`config.mk`:
```
export PLATFORM = sky130hd
export DESIGN_NAME = lsu
export DESIGN_NICKNAME = d
export VERILOG_FILES = /design/src/rtl/common_pkg.sv /design/src/rtl/lsu_align.sv /design/src/rtl/lsu.sv
export SDC_FILE = /design/constraint.sdc
export NUM_CORES = 1
export LEC_CHECK = 0
export CAP_MARGIN = 20
export CORE_ASPECT_RATIO = 1.25
export CORE_UTILIZATION = 39
export DETAILED_ROUTE_END_ITERATION = 16
export PLACE_DENSITY = 0.77
export SLEW_MARGIN = 20
export SYNTH_ARGS = -nofsm -noshare
export SYNTH_HDL_FRONTEND = slang
export SYNTH_HIERARCHICAL = 1
export SYNTH_SLANG_ARGS = --single-unit
```
`constraint.sdc`:
```
create_clock -name clk -period 1.9 [get_ports clk]
set_input_delay 0.285 -clock clk [delete_from_list [all_inputs] [get_ports clk]]
set_output_delay 0.285 -clock clk [all_outputs]
set_load 0.005 [all_outputs]
```
`src/rtl/common_pkg.sv`:
```
// Shared definitions for the load/store path: operand width and the
// RISC-V funct3 access-size encoding.
package common;

  localparam int OPERAND_WIDTH = 32;

  typedef enum logic [2:0] {
    SIZE_B    = 3'b000,
    SIZE_H    = 3'b001,
    SIZE_W    = 3'b010,
    SIZE_D    = 3'b011,
    SIZE_BU   = 3'b100,
    SIZE_HU   = 3'b101,
    SIZE_WU   = 3'b110,
    SIZE_RSVD = 3'b111
  } mem_size_e;

endpackage

```
`src/rtl/lsu_align.sv`:
```
// Combinational lane steering for stores, lane selection plus sign/zero
// extension for loads, and the alignment/legality check for a request.
module lsu_align
  import common::*;
#(
  parameter int  XLEN = OPERAND_WIDTH,
  localparam int NB   = XLEN / 8,
  localparam int OB   = $clog2(NB)
) (
  input  mem_size_e         st_size,
  input  logic [OB-1:0]     st_offset,
  input  logic [XLEN-1:0]   st_wdata,
  output logic [NB-1:0]     st_be,
  output logic [XLEN-1:0]   st_data,
  output logic              st_illegal,
  input  mem_size_e         ld_size,
  input  logic [OB-1:0]     ld_offset,
  input  logic [XLEN-1:0]   ld_rdata,
  output logic [XLEN-1:0]   ld_data
);

  logic [NB-1:0]   be_base_s;
  logic [2:0]      off3_s;
  logic [XLEN-1:0] shifted_s;

  // Store path: replicate the datum over every lane of its width and build
  // the byte enables as the size mask moved to the addressed lane.
  always_comb begin
    be_base_s = {NB{1'b0}};
    st_data   = {XLEN{1'b0}};
    case (st_size)
      SIZE_B, SIZE_BU: begin
        be_base_s = NB'(1'b1);
        st_data   = {NB{st_wdata[7:0]}};
      end
      SIZE_H, SIZE_HU: begin
        be_base_s = NB'(2'b11);
        st_data   = {(NB / 2){st_wdata[15:0]}};
      end
      SIZE_W, SIZE_WU: begin
        be_base_s = NB'(4'hF);
        st_data   = {(XLEN / 32){st_wdata[31:0]}};
      end
      SIZE_D: begin
        be_base_s = {NB{1'b1}};
        st_data   = st_wdata;
      end
      default: begin
        be_base_s = {NB{1'b0}};
        st_data   = {XLEN{1'b0}};
      end
    endcase
    st_be = be_base_s << st_offset;
  end

  // Legality: natural alignment per size; doubleword and WU only exist on
  // a 64-bit datapath; the reserved encoding is always rejected.
  always_comb begin
    off3_s     = 3'(st_offset);
    st_illegal = 1'b0;
    case (st_size)
      SIZE_B, SIZE_BU: st_illegal = 1'b0;
      SIZE_H, SIZE_HU: st_illegal = off3_s[0];
      SIZE_W:          st_illegal = |off3_s[1:0];
      SIZE_WU:         st_illegal = (XLEN == 32) ? 1'b1 : |off3_s[1:0];
      SIZE_D:          st_illegal = (XLEN == 32) ? 1'b1 : |off3_s[2:0];
      default:         st_illegal = 1'b1;
    endcase
  end

  // Load path: bring the addressed lane down to bit 0, then extend.
  always_comb begin
    shifted_s = ld_rdata >> {ld_offset, 3'b000};
    ld_data   = {XLEN{1'b0}};
    case (ld_size)
      SIZE_B:  ld_data = XLEN'($signed(shifted_s[7:0]));
      SIZE_BU: ld_data = XLEN'(shifted_s[7:0]);
      SIZE_H:  ld_data = XLEN'($signed(shifted_s[15:0]));
      SIZE_HU: ld_data = XLEN'(shifted_s[15:0]);
      SIZE_W:  ld_data = XLEN'($signed(shifted_s[31:0]));
      SIZE_WU: ld_data = XLEN'(shifted_s[31:0]);
      SIZE_D:  ld_data = shifted_s;
      default: ld_data = {XLEN{1'b0}};
    endcase
  end

endmodule

```
`src/rtl/lsu.sv`:
```
// Load/store unit: accepts one pipeline access at a time, drives a simple
// req/gnt + rvalid bus, and returns a single-cycle completion pulse with
// extended load data or an error code.
module lsu
  import common::*;
#(
  parameter int XLEN       = OPERAND_WIDTH,
  parameter int ADDR_WIDTH = 32,
  parameter int TIMEOUT    = 15
) (
  input  logic                  clk,
  input  logic                  rst,
  input  logic                  req_valid,
  output logic                  req_ready,
  input  logic                  req_write,
  input  logic [2:0]            req_size,
  input  logic [ADDR_WIDTH-1:0] req_addr,
  input  logic [XLEN-1:0]       req_wdata,
  output logic                  mem_req,
  output logic                  mem_we,
  output logic [XLEN/8-1:0]     mem_be,
  output logic [ADDR_WIDTH-1:0] mem_addr,
  output logic [XLEN-1:0]       mem_wdata,
  input  logic                  mem_gnt,
  input  logic                  mem_rvalid,
  input  logic [XLEN-1:0]       mem_rdata,
  output logic                  resp_valid,
  output logic [XLEN-1:0]       resp_rdata,
  output logic [1:0]            resp_err,
  output logic                  busy
);

  localparam int NB = XLEN / 8;
  localparam int OB = $clog2(NB);
  localparam int CW = $clog2(TIMEOUT + 1);

  if (!(XLEN == 32 || XLEN == 64)) begin : g_bad_xlen
    $error("lsu: XLEN must be 32 or 64");
  end
  if (TIMEOUT < 1) begin : g_bad_timeout
    $error("lsu: TIMEOUT must be at least 1");
  end

  typedef enum logic [1:0] {
    ST_IDLE = 2'b00,
    ST_REQ  = 2'b01,
    ST_WAIT = 2'b10,
    ST_RESP = 2'b11
  } state_e;

  state_e          state_r, state_n_s;
  logic [CW-1:0]   cnt_r;
  logic            cnt_last_s;
  logic            accept_s;
  logic            timeout_s;

  logic            write_r;
  mem_size_e       size_r;
  logic [OB-1:0]   offset_r;

  logic [NB-1:0]   st_be_s;
  logic [XLEN-1:0] st_data_s;
  logic            illegal_s;
  logic [XLEN-1:0] ld_data_s;

  logic                  req_ready_r;
  logic                  busy_r;
  logic                  mem_req_r;
  logic                  mem_we_r;
  logic [NB-1:0]         mem_be_r;
  logic [ADDR_WIDTH-1:0] mem_addr_r;
  logic [XLEN-1:0]       mem_wdata_r;
  logic                  resp_valid_r;
  logic [XLEN-1:0]       resp_rdata_r;
  logic [1:0]            resp_err_r;

  lsu_align #(.XLEN(XLEN)) u_align (
    .st_size    (mem_size_e'(req_size)),
    .st_offset  (req_addr[OB-1:0]),
    .st_wdata   (req_wdata),
    .st_be      (st_be_s),
    .st_data    (st_data_s),
    .st_illegal (illegal_s),
    .ld_size    (size_r),
    .ld_offset  (offset_r),
    .ld_rdata   (mem_rdata),
    .ld_data    (ld_data_s)
  );

  // The count for the current REQ/WAIT phase hits its limit this cycle.
  assign cnt_last_s = (cnt_r == CW'(TIMEOUT - 1));

  // Next-state decode; a grant or read data arriving together with the
  // last counted cycle takes priority over the timeout.
  always_comb begin
    state_n_s = state_r;
    accept_s  = 1'b0;
    timeout_s = 1'b0;
    case (state_r)
      ST_IDLE: begin
        if (req_valid) begin
          accept_s  = 1'b1;
          state_n_s = illegal_s ? ST_RESP : ST_REQ;
        end else begin
          state_n_s = ST_IDLE;
        end
      end
      ST_REQ: begin
        if (mem_gnt) begin
          state_n_s = write_r ? ST_RESP : ST_WAIT;
        end else if (cnt_last_s) begin
          state_n_s = ST_RESP;
          timeout_s = 1'b1;
        end else begin
          state_n_s = ST_REQ;
        end
      end
      ST_WAIT: begin
        if (mem_rvalid) begin
          state_n_s = ST_RESP;
        end else if (cnt_last_s) begin
          state_n_s = ST_RESP;
          timeout_s = 1'b1;
        end else begin
          state_n_s = ST_WAIT;
        end
      end
      ST_RESP: state_n_s = ST_IDLE;
      default: state_n_s = ST_IDLE;
    endcase
  end

  // State register and the status outputs that follow directly from it.
  always_ff @(posedge clk) begin
    if (rst) begin
      state_r      <= ST_IDLE;
      req_ready_r  <= 1'b1;
      busy_r       <= 1'b0;
      mem_req_r    <= 1'b0;
      resp_valid_r <= 1'b0;
    end else begin
      state_r      <= state_n_s;
      req_ready_r  <= (state_n_s == ST_IDLE);
      busy_r       <= (state_n_s != ST_IDLE);
      mem_req_r    <= (state_n_s == ST_REQ);
      resp_valid_r <= (state_n_s == ST_RESP);
    end
  end

  // Timeout counter; restarts on acceptance and again on grant so the
  // grant wait and the data wait each get the full budget.
  always_ff @(posedge clk) begin
    if (rst) begin
      cnt_r <= {CW{1'b0}};
    end else if (accept_s || (state_r == ST_REQ && mem_gnt)) begin
      cnt_r <= {CW{1'b0}};
    end else if (state_r == ST_REQ || state_r == ST_WAIT) begin
      cnt_r <= cnt_r + CW'(1);
    end else begin
      cnt_r <= cnt_r;
    end
  end

  // Latch the request and the steered bus fields; they stay frozen for the
  // whole REQ phase and are cleared once the bus phase ends.
  always_ff @(posedge clk) begin
    if (rst) begin
      write_r     <= 1'b0;
      size_r      <= SIZE_B;
      offset_r    <= {OB{1'b0}};
      mem_we_r    <= 1'b0;
      mem_be_r    <= {NB{1'b0}};
      mem_addr_r  <= {ADDR_WIDTH{1'b0}};
      mem_wdata_r <= {XLEN{1'b0}};
    end else if (accept_s) begin
      write_r     <= req_write;
      size_r      <= mem_size_e'(req_size);
      offset_r    <= req_addr[OB-1:0];
      mem_we_r    <= req_write & ~illegal_s;
      mem_be_r    <= illegal_s ? {NB{1'b0}} : st_be_s;
      mem_addr_r  <= illegal_s ? {ADDR_WIDTH{1'b0}}
                               : {req_addr[ADDR_WIDTH-1:OB], {OB{1'b0}}};
      mem_wdata_r <= (illegal_s || !req_write) ? {XLEN{1'b0}} : st_data_s;
    end else if (state_r == ST_REQ && state_n_s != ST_REQ) begin
      mem_we_r    <= 1'b0;
      mem_be_r    <= {NB{1'b0}};
      mem_addr_r  <= {ADDR_WIDTH{1'b0}};
      mem_wdata_r <= {XLEN{1'b0}};
    end else begin
      mem_we_r    <= mem_we_r;
    end
  end

  // Response payload: error bits and load data are only non-zero on the
  // cycle the completion pulse is shown.
  always_ff @(posedge clk) begin
    if (rst) begin
      resp_err_r   <= 2'b00;
      resp_rdata_r <= {XLEN{1'b0}};
    end else begin
      resp_err_r   <= {timeout_s, accept_s & illegal_s};
      resp_rdata_r <= (state_r == ST_WAIT && mem_rvalid) ? ld_data_s
                                                          : {XLEN{1'b0}};
    end
  end

  assign req_ready  = req_ready_r;
  assign busy       = busy_r;
  assign mem_req    = mem_req_r;
  assign mem_we     = mem_we_r;
  assign mem_be     = mem_be_r;
  assign mem_addr   = mem_addr_r;
  assign mem_wdata  = mem_wdata_r;
  assign resp_valid = resp_valid_r;
  assign resp_rdata = resp_rdata_r;
  assign resp_err   = resp_err_r;

endmodule

```
==> run_results.csv <==
group,metric,value,unit
floorplan,pin_count,212,
timing,postLayoutSetupSlackWorst,21.2,ps
floorplan,floorplan.initialDensity,40.1,%
timing,fin_crit_sh,98.9,%
timing,report.final.setup_viol,0,
synthesis,syn-mean-instance-area,9.63,um^2
drt,dr_total_vias,5304,
placement,dp.final_hpwl,11.9,mm
global_routing,grt.busiest_layer,"met2",
timing,slew_headroom,62.2,%
drt,totalWireLength,18.2,mm
power_and_ir_drop,clockPowerShare,38.7,%
setup_path,worst_path_max_delay_cell,"sky130_fd_sc_hd__a221o_4",
clock_tree,worst_skew_late_latency,410,ps
setup_path,crit-reg2reg-capture,"mem_wdata[1]",
setup_path,worstPathRequired,2190,ps
global_routing,groute.layer.met3.usage,7.94,%
global_routing,grt_antenna_before_repair,0,
floorplan,die_y,130,um
drt,post-route-drc-count,0,
drt,detail_route.vias_per_cell,5.67,
global_routing,grt_start_max_net_pins,68,
final_layout,finalCoreUtilization,65.5,%
final_layout,fin_nets,866,
placement,detailed_place.area,0.00748,mm^2
clock_tree,cts_tree,"done",
power_and_ir_drop,netSwitchingFraction,29.3,%
final_layout,antennaDiodeCount,0,
power_and_ir_drop,ir_worst_vdd,0.000675,V
final_layout,syn2layout_area_growth,63.6,%
synthesis,yosys_most_used_dff,"sky130_fd_sc_hd__dfxtp_1",
clock_tree,tritoncts.num_buffers,17,
setup_path,worst-setup-path-type,"flip-flop to flip-flop",
power_and_ir_drop,overall_power_after_layout,8.41,mW
clock_tree,clock-sinks,117,
synthesis,synth-edff-count,0,
timing,final.hold.worst_slack,328,ps
placement,post-place-ws,-475,ps
synthesis,netlist_area_pre_place,0.00509,mm^2
global_routing,gr-usage-all-layers,24.1,%
setup_path,timing.critical_path.from,"state_r[1]",
power_and_ir_drop,power.switching,2.47,mW
final_layout,fillerInstances,1011,
floorplan,die_x,104,um
timing,max_slew.worst_pin.slew,553,ps
final_layout,finalInstanceArea,0.00834,mm^2
floorplan,core_region_area,0.0127,mm^2
global_routing,globalRouteOverflowTotal,0,
worst_hold_path,hold_class,"primary input to flip-flop",
clock_tree,clock-root-buffer,"sky130_fd_sc_hd__clkbuf_16",
drt,drtIter0Drc,452,
setup_path,path_max_fanout,9,
global_routing,grt_pass1_wl,25.6,mm
final_layout,final_layout_size_suffix_gt1_share,12.4,%
setup_path,kind_of_end_point_of_the_critical_path,"flip-flop",
clock_tree,cts.htree.levels,4,
setup_path,regToRegSetupSlack,20,ps
synthesis,synth_top_cell_area_share,46.0,%
flow_run,maxCapViolCount,0,
setup_path,worstRegToRegCells,6,
global_routing,gr-usage-met2,43.3,%
drt,wl_per_cell,19.5,um
floorplan,row_count,46,
timing,max_freq,532,MHz
timing,hold_viol,0,
synthesis,netlist_instances,529,
synthesis,ys_seq_elements,117,
synthesis,yosys.cell_types.count,47,
synthesis,synth.yosys.seq_area_share,46.0,%
floorplan,fp.dieArea,0.0135,mm^2
power_and_ir_drop,seq_power_share,33.2,%
setup_path,critPathMaxStageDelay,510,ps
setup_path,reg2reg_start,"state_r[1]",
power_and_ir_drop,p_leak,3.23,nW
power_and_ir_drop,p_int,5.94,mW
synthesis,post_synth_arst_share,0,%
power_and_ir_drop,power-per-cell-area,1010,mW/mm^2
clock_tree,clock_path_buffers,2,
timing,finalWorstPathRequiredPeriod,1880,ps
setup_path,cell_breakdown_of_the_critical_path,"inv_1 > ha_4 > nor2b_1 > a221o_4 > buf_12 > a32o_1",
setup_path,cp_data_arrival_time,2170,ps
status,run_status,"complete, no violations",
placement,number_of_port_buffers,209,
global_routing,met1_track_demand_over_resource_in_global_routing,25.8,%
placement,place_congestion,0.889,
global_routing,grt_pass1_vias,5141,
synthesis,ys_warn_count,6,
drt,drt.antenna.violating_nets,0,
drt,dr.pass1.iters,8,
timing,final.setup_skew,7.39,ps
synthesis,synth_area_leader_cell,"sky130_fd_sc_hd__dfxtp_1",
setup_path,worstSetupStartpointType,"flip-flop",
synthesis,netlist_top_cells_area,"sky130_fd_sc_hd__dfxtp_1 46%, sky130_fd_sc_hd__a32o_1 13%, sky130_fd_sc_hd__and2_1 4.2%, sky130_fd_sc_hd__mux2i_1 3.3%, sky130_fd_sc_hd__o21ai_0 3.2%",
setup_path,end_point_of_the_critical_path,"mem_wdata[1]",
power_and_ir_drop,pwr-share-comb,28.2,%
timing,maxSlewViolCount,0,
clock_tree,clk_pin_slew,50,ps
-- layout by cell type, fill, tap and decap left out, types with 2 or more instances in the layout --
master	instances
sky130_fd_sc_hd__clkdlybuf4s50_1	205
sky130_fd_sc_hd__dfxtp_1	117
sky130_fd_sc_hd__a32o_1	66
sky130_fd_sc_hd__nand2_1	35
sky130_fd_sc_hd__and2_1	33
sky130_fd_sc_hd__o21ai_0	33
sky130_fd_sc_hd__buf_4	32
sky130_fd_sc_hd__a21oi_1	25
sky130_fd_sc_hd__clkbuf_16	22
sky130_fd_sc_hd__a211oi_1	19
sky130_fd_sc_hd__nor2_1	18
sky130_fd_sc_hd__mux2i_1	17
sky130_fd_sc_hd__o22ai_1	16
sky130_fd_sc_hd__inv_1	14
sky130_fd_sc_hd__a21o_1	11
sky130_fd_sc_hd__nor2b_1	10
sky130_fd_sc_hd__nand3_1	8
sky130_fd_sc_hd__o2bb2ai_1	7
sky130_fd_sc_hd__clkinv_4	6
sky130_fd_sc_hd__nor3_1	5
sky130_fd_sc_hd__ha_1	5
sky130_fd_sc_hd__buf_6	5
sky130_fd_sc_hd__xor2_1	4
sky130_fd_sc_hd__dlymetal6s2s_1	4
sky130_fd_sc_hd__and3_1	3
sky130_fd_sc_hd__nor4b_1	3
sky130_fd_sc_hd__clkinvlp_4	3
sky130_fd_sc_hd__bufinv_16	3
sky130_fd_sc_hd__buf_12	3
sky130_fd_sc_hd__conb_1	2
sky130_fd_sc_hd__clkinv_2	2
-- cell type report --
cell class	count	area (um^2)	area share (%)
clock buffer	18	429	5.15
clock inverter	14	179	2.15
inverter	16	61.3	0.736
multi-input combinational	348	2510	30.2
sequential	117	2340	28.1
tap	168	210	2.52
timing repair buffer	255	2600	31.2
-- repair_timing --
action                                  4_1_cts  5_1_grt
buffers inserted                              0        1
gates cloned                                  0       10
resized for setup                             1       14
pin swaps                                     0        5
endpoints found under the setup margin       66       69
hold buffers                                  0        0
-- how the worst min path moves through the flow --
stage | from | to | slack [ps] | cells after the start
5_1_grt | req_size[2] | size_r[2] | 330 | 4
3_5_place_dp | write_r | write_r | 480 | 2
4_1_cts | req_write | write_r | 440 | 3
2_1_floorplan | rst | state_r[1] | 400 | 1
3_3_place_gp | write_r | write_r | 460 | 2
6_report | req_size[2] | size_r[2] | 330 | 4
-- through the flow --
| step | cells | TNS (ps) |
|---|---|---|
| after CTS | 925 | 0 |
| final | 936 | 0 |
| after global placement | 893 | -25530 |
| after detailed placement | 893 | -32610 |
| after global routing | 936 | -198 |
| after floorplan | 530 | 0 |
-- cell families after synthesis --
logic type / count (synthesis) / share of synthesized area (%)
xor+xnor: 5 / 0.859
mux: 18 / 3.63
flops: 117 / 46.0
fa+ha+maj: 6 / 1.47
buf+inv: 65 / 6.04
other cells: 1 / 0.0736
compound gates: 191 / 29.1
simple gates: 126 / 12.9
-- cell usage after synthesis, drive strengths merged (2+ instances only) --
master	count
a221o	2
nand3	9
and3	3
dfxtp	117
and2	34
clkbuf	26
nor3	6
a21o	11
o21ai	34
mux2i	17
nand2	35
nor4b	3
buf	23
inv	15
o22ai	16
a32o	66
nor2	19
a21oi	26
a211oi	19
o2bb2ai	7
nor2b	10
nand2b	2
ha	6
xor2	4
-- flip-flops by register name, summed over array words and instances (netlist names), 2 cells and up --
name	flops
resp_rdata	32
offset_r	2
mem_wdata	32
mem_addr	30
cnt_r	4
size_r	3
mem_be	4
resp_err	2
state_r	2
-- metal layers --
metal,share of wire (%),vias up
li1,-,2441
met1,37,2489
met2,51,321
met3,8.7,53
met4,3.0,0
met5,0,-
-- critical path: cells and delay by family, from the launching register on --
family	cells	cell delay [ps]
DFF	1	340
buffers and inverters	2	290
AOI/OAI and AO/OA	2	790
and+or+nand+nor	1	150
adders and majority gates	1	200
-- power groups by stage --
| stage | logic (mW) | clock network (mW) | registers [mW] |
|---|---|---|---|
| after floorplan | 1.13 | 0 | 2.82 |
| after global placement | 2.00 | 0 | 2.83 |
| after detailed placement | 2.06 | 0 | 2.84 |
| after CTS | 2.07 | 3.31 | 2.79 |
| after global routing | 2.53 | 3.41 | 2.81 |
| final | 2.37 | 3.25 | 2.79 |
Power figures use the tool's default switching activity.
